## src/rtl/timer_counter_pkg.sv

```systemverilog
// timer_counter_pkg: shared clock-select encodings, status bit positions and prescaler mask helper
// Ports: none (package)
package timer_counter_pkg;
  typedef enum logic [1:0] {
    CKS_DIV2  = 2'b00,
    CKS_DIV4  = 2'b01,
    CKS_DIV8  = 2'b10,
    CKS_DIV16 = 2'b11
  } cks_e;
  localparam int TSR_OVF_BIT = 0;
  localparam int TSR_UDF_BIT = 1;
  // Low (cks+1) bits set: the prescaler ticks when all of them are ones
  function automatic logic [15:0] cks_mask(input logic [1:0] cks);
    return 16'((17'd1 << ({1'b0, cks} + 3'd1)) - 17'd1);
  endfunction
endpackage

```

## src/rtl/timer_prescaler.sv

```systemverilog
// timer_prescaler: free-running divider producing a count tick every 2/4/8/16 PCLK edges
// Ports: PCLK clock, PRESET sync reset, Cks divider select, clear restarts the divide, tick count strobe
module timer_prescaler
  import timer_counter_pkg::*;
#(
  parameter int PRESC_WIDTH = 4
) (
  input  logic       PCLK,
  input  logic       PRESET,
  input  logic [1:0] Cks,
  input  logic       clear,
  output logic       tick
);
  logic [PRESC_WIDTH-1:0] presc;
  logic [PRESC_WIDTH-1:0] mask;
  assign mask = PRESC_WIDTH'(cks_mask(Cks));
  // Gating by clear keeps a stale presc value from ticking in the cycle the counter is disabled
  assign tick = ~clear & ((presc & mask) == mask);
  always_ff @(posedge PCLK)
    presc <= (PRESET | clear) ? '0 : presc + PRESC_WIDTH'(1);
endmodule

```

## src/rtl/timer_counter.sv

```systemverilog
// timer_counter: TCNT up/down counter with prescaled tick, wrap pulses and sticky wrap flags
// Ports: PCLK clock, PRESET sync reset, Cks divider select, Load_Tdr/count_start_value load,
//        count_up_down direction, count_enable run, ovf_clr/udf_clr flag clears,
//        TCNT count, ovf_pulse/udf_pulse wrap strobes, ovf_flag/udf_flag sticky status
module timer_counter
  import timer_counter_pkg::*;
#(
  parameter int DATA_WIDTH  = 8,
  parameter int PRESC_WIDTH = 4
) (
  input  logic                  PCLK,
  input  logic                  PRESET,
  input  logic [1:0]            Cks,
  input  logic                  Load_Tdr,
  input  logic [DATA_WIDTH-1:0] count_start_value,
  input  logic                  count_up_down,
  input  logic                  count_enable,
  input  logic                  ovf_clr,
  input  logic                  udf_clr,
  output logic [DATA_WIDTH-1:0] TCNT,
  output logic                  ovf_pulse,
  output logic                  udf_pulse,
  output logic                  ovf_flag,
  output logic                  udf_flag
);
  logic       tick;
  logic       step;
  logic [1:0] set;
  logic [1:0] clr;
  logic [1:0] status;
  timer_prescaler #(.PRESC_WIDTH(PRESC_WIDTH)) u_presc (
    .PCLK  (PCLK),
    .PRESET(PRESET),
    .Cks   (Cks),
    .clear (Load_Tdr | ~count_enable),
    .tick  (tick)
  );
  // A load always beats a coinciding tick, so it also suppresses any wrap report
  assign step = tick & ~Load_Tdr;
  assign set[TSR_OVF_BIT] = step & ~count_up_down & (&TCNT);
  assign set[TSR_UDF_BIT] = step & count_up_down & ~(|TCNT);
  assign clr[TSR_OVF_BIT] = ovf_clr;
  assign clr[TSR_UDF_BIT] = udf_clr;
  assign ovf_flag = status[TSR_OVF_BIT];
  assign udf_flag = status[TSR_UDF_BIT];
  always_ff @(posedge PCLK) begin
    if (PRESET) begin
      TCNT      <= '0;
      ovf_pulse <= 1'b0;
      udf_pulse <= 1'b0;
      status    <= '0;
    end else begin
      TCNT      <= Load_Tdr ? count_start_value :
                   !step ? TCNT :
                   count_up_down ? TCNT - DATA_WIDTH'(1) : TCNT + DATA_WIDTH'(1);
      ovf_pulse <= set[TSR_OVF_BIT];
      udf_pulse <= set[TSR_UDF_BIT];
      status    <= set | (status & ~clr);
    end
  end
endmodule
```

## config.mk

```make
export PLATFORM = sky130hd
export DESIGN_NAME = timer_counter
export DESIGN_NICKNAME = d
export VERILOG_FILES = /design/src/rtl/timer_counter_pkg.sv /design/src/rtl/timer_prescaler.sv /design/src/rtl/timer_counter.sv
export SDC_FILE = /design/constraint.sdc
export NUM_CORES = 1
export LEC_CHECK = 0
export ABC_AREA = 1
export CORE_MARGIN = 2
export CORE_UTILIZATION = 40
export CTS_CLUSTER_SIZE = 16
export DETAILED_ROUTE_END_ITERATION = 8
export MAX_ROUTING_LAYER = met4
export PLACE_DENSITY = 0.69
export SETUP_SLACK_MARGIN = 0.05
export SYNTH_ARGS = -nofsm -noshare
export SYNTH_HDL_FRONTEND = slang
export SYNTH_HIERARCHICAL = 1
export SYNTH_SLANG_ARGS = --single-unit
```

## constraint.sdc

```tcl
create_clock -name PCLK -period 4.8 [get_ports PCLK]
set_clock_uncertainty 0.05 [all_clocks]
set_input_delay 1.2 -clock PCLK [delete_from_list [all_inputs] [get_ports PCLK]]
set_output_delay 1.2 -clock PCLK [all_outputs]
set_load 0.01 [all_outputs]
```

# Yosys cells after proc, flatten, opt, wreduce, memory -nomap -nowiden
# Cells that the tools add are included.
dict set report totals {
  ff_bits 16
  out_inout_bits 12
  wordCells 35
}
dict set report classes {
  addsub 5
  eq_ne 1
  n_shift 1
  n_mux 3
  n_bitwise 17
  n_reduce_logical 3
}
# cell count
set ops {}
lappend ops {{8-bit 2-to-1 mux} 3}
lappend ops {{8-bit by 1-bit adder with 8-bit output (second input constant)} 1}
lappend ops {{8-bit AND reduction} 1}
lappend ops {{8-bit OR reduction} 1}
lappend ops {{8-bit by 1-bit subtractor with 8-bit output (second input constant)} 1}
lappend ops {{1-bit bitwise AND} 6}
lappend ops {{1-bit NOT} 5}
lappend ops {{4-bit by 1-bit adder with 4-bit output (second input constant)} 1}
lappend ops {{4-bit bitwise AND} 1}
lappend ops {{4-bit == test} 1}
lappend ops {{1-bit by 3-bit left shift with 4-bit output (first input constant)} 1}
lappend ops {{4-bit by 1-bit subtractor with 4-bit output (second input constant)} 1}
lappend ops {{2-bit by 1-bit adder with 3-bit output (second input constant)} 1}
lappend ops {{2-bit bitwise AND} 1}
lappend ops {{2-bit NOT} 1}
lappend ops {{1-bit bitwise OR} 2}
lappend ops {{2-bit bitwise OR} 1}
lappend ops {{2-bit nonzero test} 1}

# Logic depth before layout (Yosys ltp)
# Gate-level depths: netlist of the first run.
dict set report logic_depth {
  word_depth 10
  ltp_mapped 10
  mapped_depth_nobuf 10
}

# Cells and area by module
# Netlist of the first run, hierarchy kept.
# module n_inst cells_per_inst area_per_inst_um2
set modules_own_cells {}
lappend modules_own_cells {timer_counter 1 122 833.3}
lappend modules_own_cells {timer_prescaler 1 26 185.2}

# Least setup slack after synthesis of the first run
# Ideal clock, no wire load.
dict set report synth_timing {
  path_kind {input -> register}
  startpoint {input port count_up_down}
  endpoint {register TCNT[4]}
  setup_ns 0.120
  arrival_time_ns 2.207
  slack_ns 2.423
  cell_stages 6
  cell_sequence {ha_1 -> or2_1 -> and2_4 -> or2_0 -> nand3_2 -> a21oi_2}
}
dict set report synth_via {
  elab_chain_cells 3
}
# element line_no
set synth_rtl {}
lappend synth_rtl {{start, declared} timer_counter.sv:16} ;# input logic count_up_down,
lappend synth_rtl {{8-bit 2-to-1 mux} timer_counter.sv:55} ;# count_up_down ? TCNT - DATA_WIDTH'(1) : TCNT + DATA_WIDTH'(1);
lappend synth_rtl {{8-bit 2-to-1 mux} timer_counter.sv:54} ;# !step ? TCNT :
lappend synth_rtl {{8-bit 2-to-1 mux} timer_counter.sv:53} ;# TCNT <= Load_Tdr ? count_start_value :
lappend synth_rtl {{end signal, assigned} timer_counter.sv:53}
lappend synth_rtl {{end, declared} timer_counter.sv:20} ;# output logic [DATA_WIDTH-1:0] TCNT,
# No other way between the ends. The select of a mux whose other input is x is not followed.
# A chain may end at the register's enable or synchronous reset.

# Worst setup path in the final report of the first run
# Ends and elaborated chain as after synthesis.

==> results of run 1 <==
placed cells by master, fill, tap and decap left out, types with 2 or more instances in the layout:
master,count
o21ai_1,2
nor3_1,2
a22oi_1,5
nand3b_1,3
nand2_1,33
dfxtp_1,16
ha_1,7
or2_1,2
a21oi_1,7
clkbuf_4,3
clkdlybuf4s50_1,28
nor2_2,2
o21ai_0,4
nand4_1,3
a31oi_1,2
inv_2,2
nor2_1,14
nand3_1,11
inv_1,22
sequential cells by signal (all words and copies together), names as in the netlist:
name	cells
TCNT	8
ovf_pulse	1
status	2
u_presc/presc	4
udf_pulse	1
cells by family after synthesis:
| group | after synthesis | synth area share [%] |
|---|---|---|
| compound gates | 22 | 13.0 |
| xor+xnor | 1 | 0.860 |
| fa+ha+maj | 8 | 10.6 |
| buf+inv | 26 | 9.83 |
| flops | 16 | 31.4 |
| simple gates | 75 | 34.3 |
cells in the mapped netlist, drive strengths merged, types with 2 or more instances:
library cell,instances
nand3,12
a22oi,5
nand3b,3
nand2,33
buf,2
a31oi,2
nand4,3
ha,7
or2,3
dfxtp,16
nor3,3
inv,24
a21oi,8
nor2,16
o21ai,6
critical path, cell delays in order:
cell             delay (ns)
clkdlybuf4s50_1        0.66
inv_1                  0.13
fa_1                   0.42
inv_1                  0.09
nand2_1                0.05
nand2_1                0.07
and2_4                 0.14
or2_0                  0.14
nand3_2                0.08
a21oi_2                0.11
power by group:
| part | internal, mW | switching [mW] | total [mW] |
|---|---|---|---|
| clock | 0.0462 | 0.0423 | 0.0886 |
| combinational | 0.0350 | 0.0344 | 0.0694 |
| sequential | 0.137 | 0.00592 | 0.143 |
| total | 0.218 | 0.0826 | 0.301 |
how the worst max path moves through the flow:
stage	start	endpoint	slack [ns]	cells after the start
after floorplan	count_up_down	TCNT[4]	2.42	6
after detailed placement	count_up_down	TCNT[4]	1.57	10
after CTS	count_up_down	TCNT[4]	1.86	10
final	count_up_down	TCNT[4]	1.87	10
after global placement	count_up_down	TCNT[4]	1.59	10
after global routing	count_up_down	TCNT[4]	1.70	10
area by class of cell:
class,instances,area share (%)
Clock buffer,4,2.66
Inverter,24,6.61
Multi-Input combinational cell,106,43.9
Sequential cell,16,23.5
Tap cell,30,2.75
Timing Repair Buffer,28,20.6
per-layer routing:
metal  GRT usage [%]  vias to the layer above
met4            3.75                        0
met5               -                        -
li1                -                      546
met1            23.9                      474
met2            31.3                       30
met3            6.01                        2
==> summary.txt, run 1 <==
Outcome
  • Outcome: finished clean

Placement
  • Place WS: 1.57 ns
  • Post-DP HPWL: 1860 um
  • Port buffer count: 28
  • Placed cell area: 0.00133 mm^2
  • Routability cong.: 0.808
  • Placed Cells: 204

Critical path
  • CP startpoint kind: input port
  • WS Path Type: input port to flop
  • Reg2reg start: TCNT[0]
  • Crit path required time: 4.97 ns
  • Reg2reg end: TCNT[4]
  • Reg2reg setup slack: 3.09 ns
  • Critical Path Sink Type: flop
  • Critical path data arrival time: 3.10 ns
  • Crit Path Max Fanout: 8
  • Reg2reg path depth: 9

Timing
  • Tightest Pin Transition: 0.415 ns
  • Worst Setup Slack, final: 1.87 ns
  • Slew Viols, Final: 0
  • Post-layout min period: 2.93 ns
  • Setup_tns: 0 ns
  • Final setup fails: 0
  • RSZ-0062 raised after global routing: false
  • Hold Slack: 0.436 ns
  • Slew headroom: 72.2%
  • Hold Fails Final Rpt: 0
  • Final period util: 61.0%
  • F_max: 0.342 GHz

Die
  • Die Y: 54.5 um
  • Die Area: 0.00297 mm^2
  • Core Area: 0.00245 mm^2
  • Chip width: 54.5 um
  • Row cnt: 18
  • Top Ports: 29
  • Initial Util: 41.5%

GRT
  • Total track usage: 19.4%
  • Total grt overflow: 0
  • Antenna violations before repair: 0
  • Vias in the first global route: 951
  • Largest net degree at the start of global routing: 12
  • First-pass GRT wire length: 4040 um

Final layout
  • Post-Layout Inst Area: 0.00136 mm^2
  • Nets: 204
  • Area taken by multi-input logic gates: 598 um^2
  • Final cell count without fillers: 208
  • Area Overhead vs Synth: 33.8%
  • Share of layout cells above drive strength 1: 6.74%
  • Flip-flop and latch area: 320 um^2
  • Antenna cells: 0
  • Fillers: 227
  • Finished Core Util: 55.5%

Routing
  • Met1 WL: 1120 um
  • Routed met3 length: 156 um
  • Vias: 1052
  • DR WL met2: 1050 um
  • DRC: 0
  • First drt pass iteration count: 4
  • Wire per inst: 11.2 um
  • Via-to-Cell Ratio: 5.06
  • Final WL: 2330 um
  • Antenna Violating Nets Remaining: 0
  • Top Metal Used: met4
  • Initial DRC Count: 15

Logic synthesis
  • Ys Warns: 6
  • Mapped Cells: 148
  • Area of the mapped netlist: 0.00102 mm^2
  • Syn_nets: 173
  • Netlist cell types: 27
  • Mean Syn Cell Area: 6.88 um^2
  • Synth top area cells: dfxtp_1, nand2_1, ha_1
  • Yosys top cell area share: 31.4%
  • Dominant synthesized flop cell: dfxtp_1
  • Post-synthesis register bit count: 16
  • EDFF count, synth: 0
  • FFs w/ async S/R, synth: 0%
  • Seq/Total Area, Yosys: 31.4%
  • Yosys top cell by area: dfxtp_1

Worst hold path
  • Worst hold stages: 1
  • Worst Hold End: u_presc/presc[0]
  • Hold Crit Class: flop to flop
  • Hold Startpoint: u_presc/presc[0]

Power and ir drop
  • Max rail drop VDD: 0.000175 V
  • Leak: 0.605 nW
  • Total Power: 0.301 mW
  • Pwr Density: 221 mW/mm^2

CTS
  • CTS H-tree lvls: 1
  • CTS tree: yes
  • PostCTS Resize Cnt: 0
  • Clock buffer depth: 2
  • Hold-fix buffers at CTS: 0
  • TritonCTS buffer count: 3
  • Clk Latency, worst-skew pair: 0.29 ns
  • CTS root buf: clkbuf_4
  • # Post-CTS Setup Buffers: 0
  • CTS sink cnt: 16
  • Clock-pin slew on the worst setup and hold paths: 0.09 ns

Run
  • Max-cap viol count: 0
Note: power is estimated with default switching activity, not from simulation.
==> run 2: changes to the inputs <==
==> constraint.sdc (replaced) <==
create_clock -name PCLK -period 2.9 [get_ports PCLK]
set_clock_uncertainty 0.05 [all_clocks]
set_input_delay 0.725 -clock PCLK [delete_from_list [all_inputs] [get_ports PCLK]]
set_output_delay 0.725 -clock PCLK [all_outputs]
set_load 0.01 [all_outputs]
==> run 2 against run 1 <==
  * Combinational power increased by 70%
  * Hold slack got worse by 0.0011 ns
  * Cell count increased by 0.96%
  * Non-clock buffer count increased by 2
  * Sequential share of layout area decreased by 0.26 points
  * Clock power increased by 73%
  * Register-to-register slack got worse by 1.9 ns
  * Sequential power increased by 66%
  * Design area increased by 1.1%
  * Sequential cell count unchanged
  * Core utilization increased by 0.61 points
  * Critical path type unchanged
  * Highest routed layer unchanged
==> summary.txt, run 2 (same netlist as run 1, synthesis figures left out) <==
Outcome
  • Outcome: finished clean (unchanged)

CTS
  • # Post-CTS Setup Buffers: 0 (unchanged)
  • CTS sink cnt: 16 (unchanged)
  • CTS H-tree lvls: 1 (unchanged)
  • Clock buffer depth: 2 (unchanged)
  • Clock-pin slew on the worst setup and hold paths: 0.10 ns (was 0.09 ns)
  • Hold-fix buffers at CTS: 0 (unchanged)
  • PostCTS Resize Cnt: 0 (unchanged)
  • TritonCTS buffer count: 3 (unchanged)
  • CTS tree: yes (unchanged)
  • CTS root buf: clkbuf_4 (unchanged)
  • Clk Latency, worst-skew pair: 0.29 ns (about the same)

Placement
  • Post-DP HPWL: 1920 um (was 1860 um)
  • Placed cell area: 0.00134 mm^2 (was 0.00133 mm^2)
  • Place WS: 0.279 ns (was 1.57 ns)
  • Routability cong.: 0.842 (was 0.808)
  • Port buffer count: 28 (unchanged)

GRT
  • Antenna violations before repair: 0 (unchanged)
  • First-pass GRT wire length: 4010 um (was 4040 um)
  • Total track usage: 19.5% (was 19.4%)
  • Largest net degree at the start of global routing: 11 (was 12)
  • Total grt overflow: 0 (unchanged)
  • Vias in the first global route: 921 (was 951)

Critical path
  • Crit Path Max Fanout: 6 (was 8)
  • Crit path required time: 3.08 ns (was 4.97 ns)
  • Critical path data arrival time: 2.51 ns (was 3.10 ns)
  • WS Path Type: input port to flop (unchanged)
  • Crit path max-delay family: buffers and inverters (unchanged)
  • Buffer and inverter count on the worst path: 3 (unchanged)
  • Max incr delay on CP: 0.59 ns (was 0.66 ns)
  • Cell with the largest stage delay on the worst path: clkdlybuf4s50_1 (unchanged)
  • Critical Path Sink Type: flop (unchanged)
  • CP startpoint kind: input port (unchanged)
  • CP cell instances: clkdlybuf4s50_1 > inv_1 > fa_1 > inv_1 > nand2_1 > nand2_1 > and2_4 > or2_0 > nand3_2 > a21oi_2 (unchanged)

Timing
  • Slew Viols, Final: 0 (unchanged)
  • Worst Setup Slack, final: 0.563 ns (was 1.87 ns)
  • RSZ-0062 raised after global routing: false (unchanged)
  • Tightest Pin Transition: 0.416 ns (was 0.415 ns)
  • Setup_tns: 0 ns (unchanged)
  • F_max: 0.428 GHz
  • Post-layout min period: 2.34 ns
  • Final setup fails: 0 (unchanged)
  • Final period util: 80.6%
  • Slew headroom: 72.2% (about the same)
  • Hold Fails Final Rpt: 0 (unchanged)

Routing
  • Vias: 1074 (was 1052)
  • Wire per inst: 11.8 um (was 11.2 um)
  • DRC: 0 (unchanged)
  • Final WL: 2480 um (was 2330 um)
  • First drt pass iteration count: 4 (unchanged)
  • Initial DRC Count: 14 (was 15)
  • Antenna Violating Nets Remaining: 0 (unchanged)
  • Via-to-Cell Ratio: 5.11 (was 5.06)

Final layout
  • Most flop-heavy register: TCNT (unchanged)
  • Antenna cells: 0 (unchanged)
  • Share of layout cells above drive strength 1: 7.78% (was 6.74%)
  • Fillers: 245 (was 227)
  • Flip-flop and latch area: 320 um^2 (unchanged)
  • Most frequent cells in the layout: nand2_1, clkdlybuf4s50_1, inv_1 (unchanged)
  • Most common cell after layout, fill and taps aside: nand2_1 (unchanged)
  • Largest registers: TCNT (8), u_presc/presc (4), status (2) (unchanged)
  • Finished Core Util: 56.1% (was 55.5%)
  • Post-Layout Inst Area: 0.00138 mm^2 (was 0.00136 mm^2)
  • Nets: 206 (was 204)
  • Area Overhead vs Synth: 35.3% (was 33.8%)
  • Area taken by multi-input logic gates: 598 um^2 (unchanged)
  • Max FFs per register: 8 (unchanged)

Die
  • Top Ports: 29 (unchanged)
  • Chip width: 54.5 um (unchanged)
  • Initial Util: 41.5% (unchanged)
  • Die Y: 54.5 um (unchanged)
  • Core Area: 0.00245 mm^2 (unchanged)
  • Die Area: 0.00297 mm^2 (unchanged)
  • Row cnt: 18 (unchanged)

Worst hold path
  • Hold Crit Class: flop to flop (unchanged)

Power and ir drop
  • Max rail drop VDD: 0.000311 V (was 0.000175 V)
  • Pwr Density: 368 mW/mm^2 (was 221 mW/mm^2)
  • Leak: 0.615 nW (was 0.605 nW)
  • Total Power: 0.507 mW (was 0.301 mW)

Run
  • Max-cap viol count: 0 (unchanged)
-- run 2: final cells by class --
cell class,count,share of cell area [%]
inverters,24,6.54
clock buffers,4,2.63
repair buffers,30,21.4
multi-input cells,106,43.4
flip-flops and latches,16,23.3
well taps,30,2.72
-- run 2: through the flow --
step | hold slack [ns] | std cells
3_5_place_dp | 0.420 | 206
4_1_cts | 0.442 | 210
2_1_floorplan | 0.391 | 148
6_report | 0.435 | 210
5_1_grt | 0.471 | 210
3_3_place_gp | 0.408 | 206
-- run 2: report_power, final --
part | internal [mW] | switching (mW)
Sequential | 0.227 | 0.0102
Combinational | 0.0599 | 0.0578
Clock | 0.0764 | 0.0765
-- run 2: metal layers --
layer / global-route usage [%] / vias to the layer above / part of all wire, %
li1: - / 547 / -
met1: 24.0 / 493 / 46
met2: 31.5 / 30 / 46
met3: 4.37 / 4 / 6.7
met4: 6.25 / 0 / 1.2
met5: - / - / 0
-- run 2: final timing paths --
kind                                    start         to  slack, ns  cells after the start
worst max-delay path            count_up_down    TCNT[4]       0.56                     10
worst min-delay path                status[1]  status[1]       0.44                      2
worst max register to register        TCNT[0]    TCNT[4]       1.21                      9
worst min register to register      status[1]  status[1]       0.44                      2
-- run 2: worst min-delay path, stage by stage (launching register included) --
cell and delay (ns):
dfxtp_1 0.32, nand3b_1 0.07, o21ai_1 0.05
==> run 3: changes to the inputs <==
--- a/config.mk
+++ b/config.mk
@@ -11,7 +11,7 @@
 export CTS_CLUSTER_SIZE = 16
 export DETAILED_ROUTE_END_ITERATION = 8
 export MAX_ROUTING_LAYER = met4
-export PLACE_DENSITY = 0.69
+export PLACE_DENSITY = 0.72
 export SETUP_SLACK_MARGIN = 0.05
 export SYNTH_ARGS = -nofsm -noshare
 export SYNTH_HDL_FRONTEND = slang
==> constraint.sdc (replaced) <==
create_clock -name PCLK -period 2 [get_ports PCLK]
set_clock_uncertainty 0.05 [all_clocks]
set_input_delay 0.5 -clock PCLK [delete_from_list [all_inputs] [get_ports PCLK]]
set_output_delay 0.5 -clock PCLK [all_outputs]
set_load 0.01 [all_outputs]
==> run 3 against run 2 <==
  * Core utilization grew 4.3 points
  * Critical endpoint is now TCNT[5]
  * Hold slack worse by 0.0032 ns
  * Register-to-register slack got worse by 0.88 ns
  * Critical path type is now flop to output pin
  * Clock power increased by 48%
  * Sequential power up 45%
  * Worst setup slack worse by 0.44 ns
  * Design area increased by 7.7%
  * Die area is the same
  * Combinational power up 64%
  * Sequential share of layout area down 1.7 points
==> summary.txt, run 3 (same netlist as run 1, synthesis figures left out) <==
Die
  • Chip width: 54.5 um (unchanged)
  • Initial Util: 41.5% (unchanged)
  • Top Ports: 29 (unchanged)
  • Die Y: 54.5 um (unchanged)
  • Die Area: 0.00297 mm^2 (unchanged)
  • Core Area: 0.00245 mm^2 (unchanged)
  • Row cnt: 18 (unchanged)

Final layout
  • Fillers: 236 (was 245)
  • Largest registers: TCNT (8), u_presc/presc (4), status (2) (unchanged)
  • Most frequent cells in the layout: nand2_1, clkdlybuf4s50_1, inv_1 (unchanged)
  • Most common cell after layout, fill and taps aside: nand2_1 (unchanged)
  • Nets: 220 (was 206)
  • Finished Core Util: 60.4% (was 56.1%)
  • Area taken by multi-input logic gates: 601 um^2 (was 598 um^2)
  • Max FFs per register: 8 (unchanged)
  • Share of layout cells above drive strength 1: 14.9% (was 7.78%)
  • Flip-flop and latch area: 320 um^2 (unchanged)
  • Antenna cells: 0 (unchanged)
  • Most flop-heavy register: TCNT (unchanged)
  • Final cell count without fillers: 224 (was 210)
  • Area Overhead vs Synth: 45.7% (was 35.3%)

Critical path
  • Critical Path Sink Type: output pin (was flop)
  • Crit path required time: 1.45 ns (was 3.08 ns)
  • Reg2reg path depth: 9 (unchanged)
  • Critical Path Sink: TCNT[5] (was TCNT[4])
  • Max incr delay on CP: 0.58 ns (was 0.59 ns)
  • Reg2reg setup slack: 0.33 ns (was 1.21 ns)
  • CP cell instances: clkdlybuf4s50_1 (was clkdlybuf4s50_1 > inv_1 > fa_1 > inv_1 > nand2_1 > nand2_1 > and2_4 > or2_0 > nand3_2 > a21oi_2)
  • Reg2reg start: TCNT[0] (unchanged)
  • Buffer and inverter count on the worst path: 1 (was 3)
  • Critical path data arrival time: 1.33 ns (was 2.51 ns)
  • Cell with the largest stage delay on the worst path: clkdlybuf4s50_1 (unchanged)
  • CP startpoint kind: flop (was input port)
  • Number of cells on the critical path: 1 (was 10)
  • Crit Path Max Fanout: 5 (was 6)
  • Critical path launch point: TCNT[5] (was count_up_down)
  • Crit path max-delay family: buffers and inverters (unchanged)
  • Reg2reg end: TCNT[4] (unchanged)
  • WS Path Type: flop to output pin (was input port to flop)

Routing
  • Via-to-Cell Ratio: 4.92 (was 5.11)
  • DRC: 0 (unchanged)
  • Vias: 1103 (was 1074)
  • Initial DRC Count: 22 (was 14)
  • Wire per inst: 11.3 um (was 11.8 um)
  • Antenna Violating Nets Remaining: 0 (unchanged)
  • First drt pass iteration count: 4 (unchanged)
  • Final WL: 2520 um (was 2480 um)

GRT
  • Vias in the first global route: 1022 (was 921)
  • Antenna violations before repair: 0 (unchanged)
  • First-pass GRT wire length: 4350 um (was 4010 um)
  • Total track usage: 21.1% (was 19.5%)
  • Total grt overflow: 0 (unchanged)
  • Largest net degree at the start of global routing: 11 (unchanged)

Timing
  • Slew headroom: 79.8% (was 72.2%)
  • RSZ-0062 raised after global routing: false (unchanged)
  • F_max: 0.533 GHz
  • Hold Fails Final Rpt: 0 (unchanged)
  • Post-layout min period: 1.88 ns
  • Final setup fails: 0 (unchanged)
  • Tightest Pin Transition: 0.302 ns (was 0.416 ns)
  • Slew Viols, Final: 0 (unchanged)
  • Final period util: 93.9%

Placement
  • Post-DP HPWL: 2000 um (was 1920 um)
  • Routability cong.: 0.938 (was 0.842)
  • Placed Cells: 220 (was 206)
  • Port buffer count: 28 (unchanged)

Run
  • Max-cap viol count: 0 (unchanged)

CTS
  • CTS tree: yes (unchanged)
  • # Post-CTS Setup Buffers: 0 (unchanged)
  • TritonCTS buffer count: 3 (unchanged)
  • CTS H-tree lvls: 1 (unchanged)
  • CTS sink cnt: 16 (unchanged)
  • Clk Latency, worst-skew pair: 0.30 ns (was 0.29 ns)
  • Clock buffer depth: 2 (unchanged)
  • Clock-pin slew on the worst setup and hold paths: 0.11 ns (was 0.10 ns)
  • CTS root buf: clkbuf_4 (unchanged)

Power and ir drop
  • Pwr Density: 515 mW/mm^2 (was 368 mW/mm^2)
  • Max rail drop VDD: 0.000338 V (was 0.000311 V)
  • Leak: 0.684 nW (was 0.615 nW)
  • Total Power: 0.764 mW (was 0.507 mW)

Outcome
  • Outcome: finished clean (unchanged)

Worst hold path
  • Hold Crit Class: flop to flop (unchanged)
## run 3: worst min path at each step
stage                                start          endpoint  slack, ns  depth (start not counted)
after floorplan           u_presc/presc[0]  u_presc/presc[0]       0.39                          1
after global placement           status[0]         status[0]       0.41                          1
after detailed placement         status[0]         status[0]       0.42                          1
after CTS                        status[1]         status[1]       0.44                          2
after global routing             status[0]         status[0]       0.46                          1
final                            status[1]         status[1]       0.43                          2
## run 3: cell type report
type	count	share of cell area (%)
multi-input combinational	106	40.5
timing repair buffer	44	26.9
sequential	16	21.6
inverter	24	6.07
tap	30	2.53
clock buffer	4	2.45
## run 3: timing repair
item | in CTS | in global routing
setup endpoints to repair | 2 | 2
gates resized for setup | 1 | 1
hold buffers | 0 | 0
## run 3: through the flow
stage	setup TNS (ns)	instance area [um^2]	setup slack, ns	hold WS [ns]
3_3_place_gp	-1.69	1450	-0.271	0.407
5_1_grt	0	1480	0.0692	0.459
6_report	0	1480	0.123	0.432
2_1_floorplan	0	1020	0.323	0.391
4_1_cts	0	1480	0.117	0.440
3_5_place_dp	-2.03	1450	-0.315	0.415
## run 3: power by group
group / internal [mW] / switching, mW
clock: 0.111 / 0.116
sequential: 0.328 / 0.0141
combinational: 0.105 / 0.0887
## run 3: metal layers
layer / vias to the layer above / routed length, um / track usage (%)
li1: 578 / - / -
met1: 495 / 1170 / 27.5
met2: 25 / 1180 / 32.9
met3: 5 / 127 / 2.73
met4: 0 / 43 / 8.75
met5: - / 0 / -
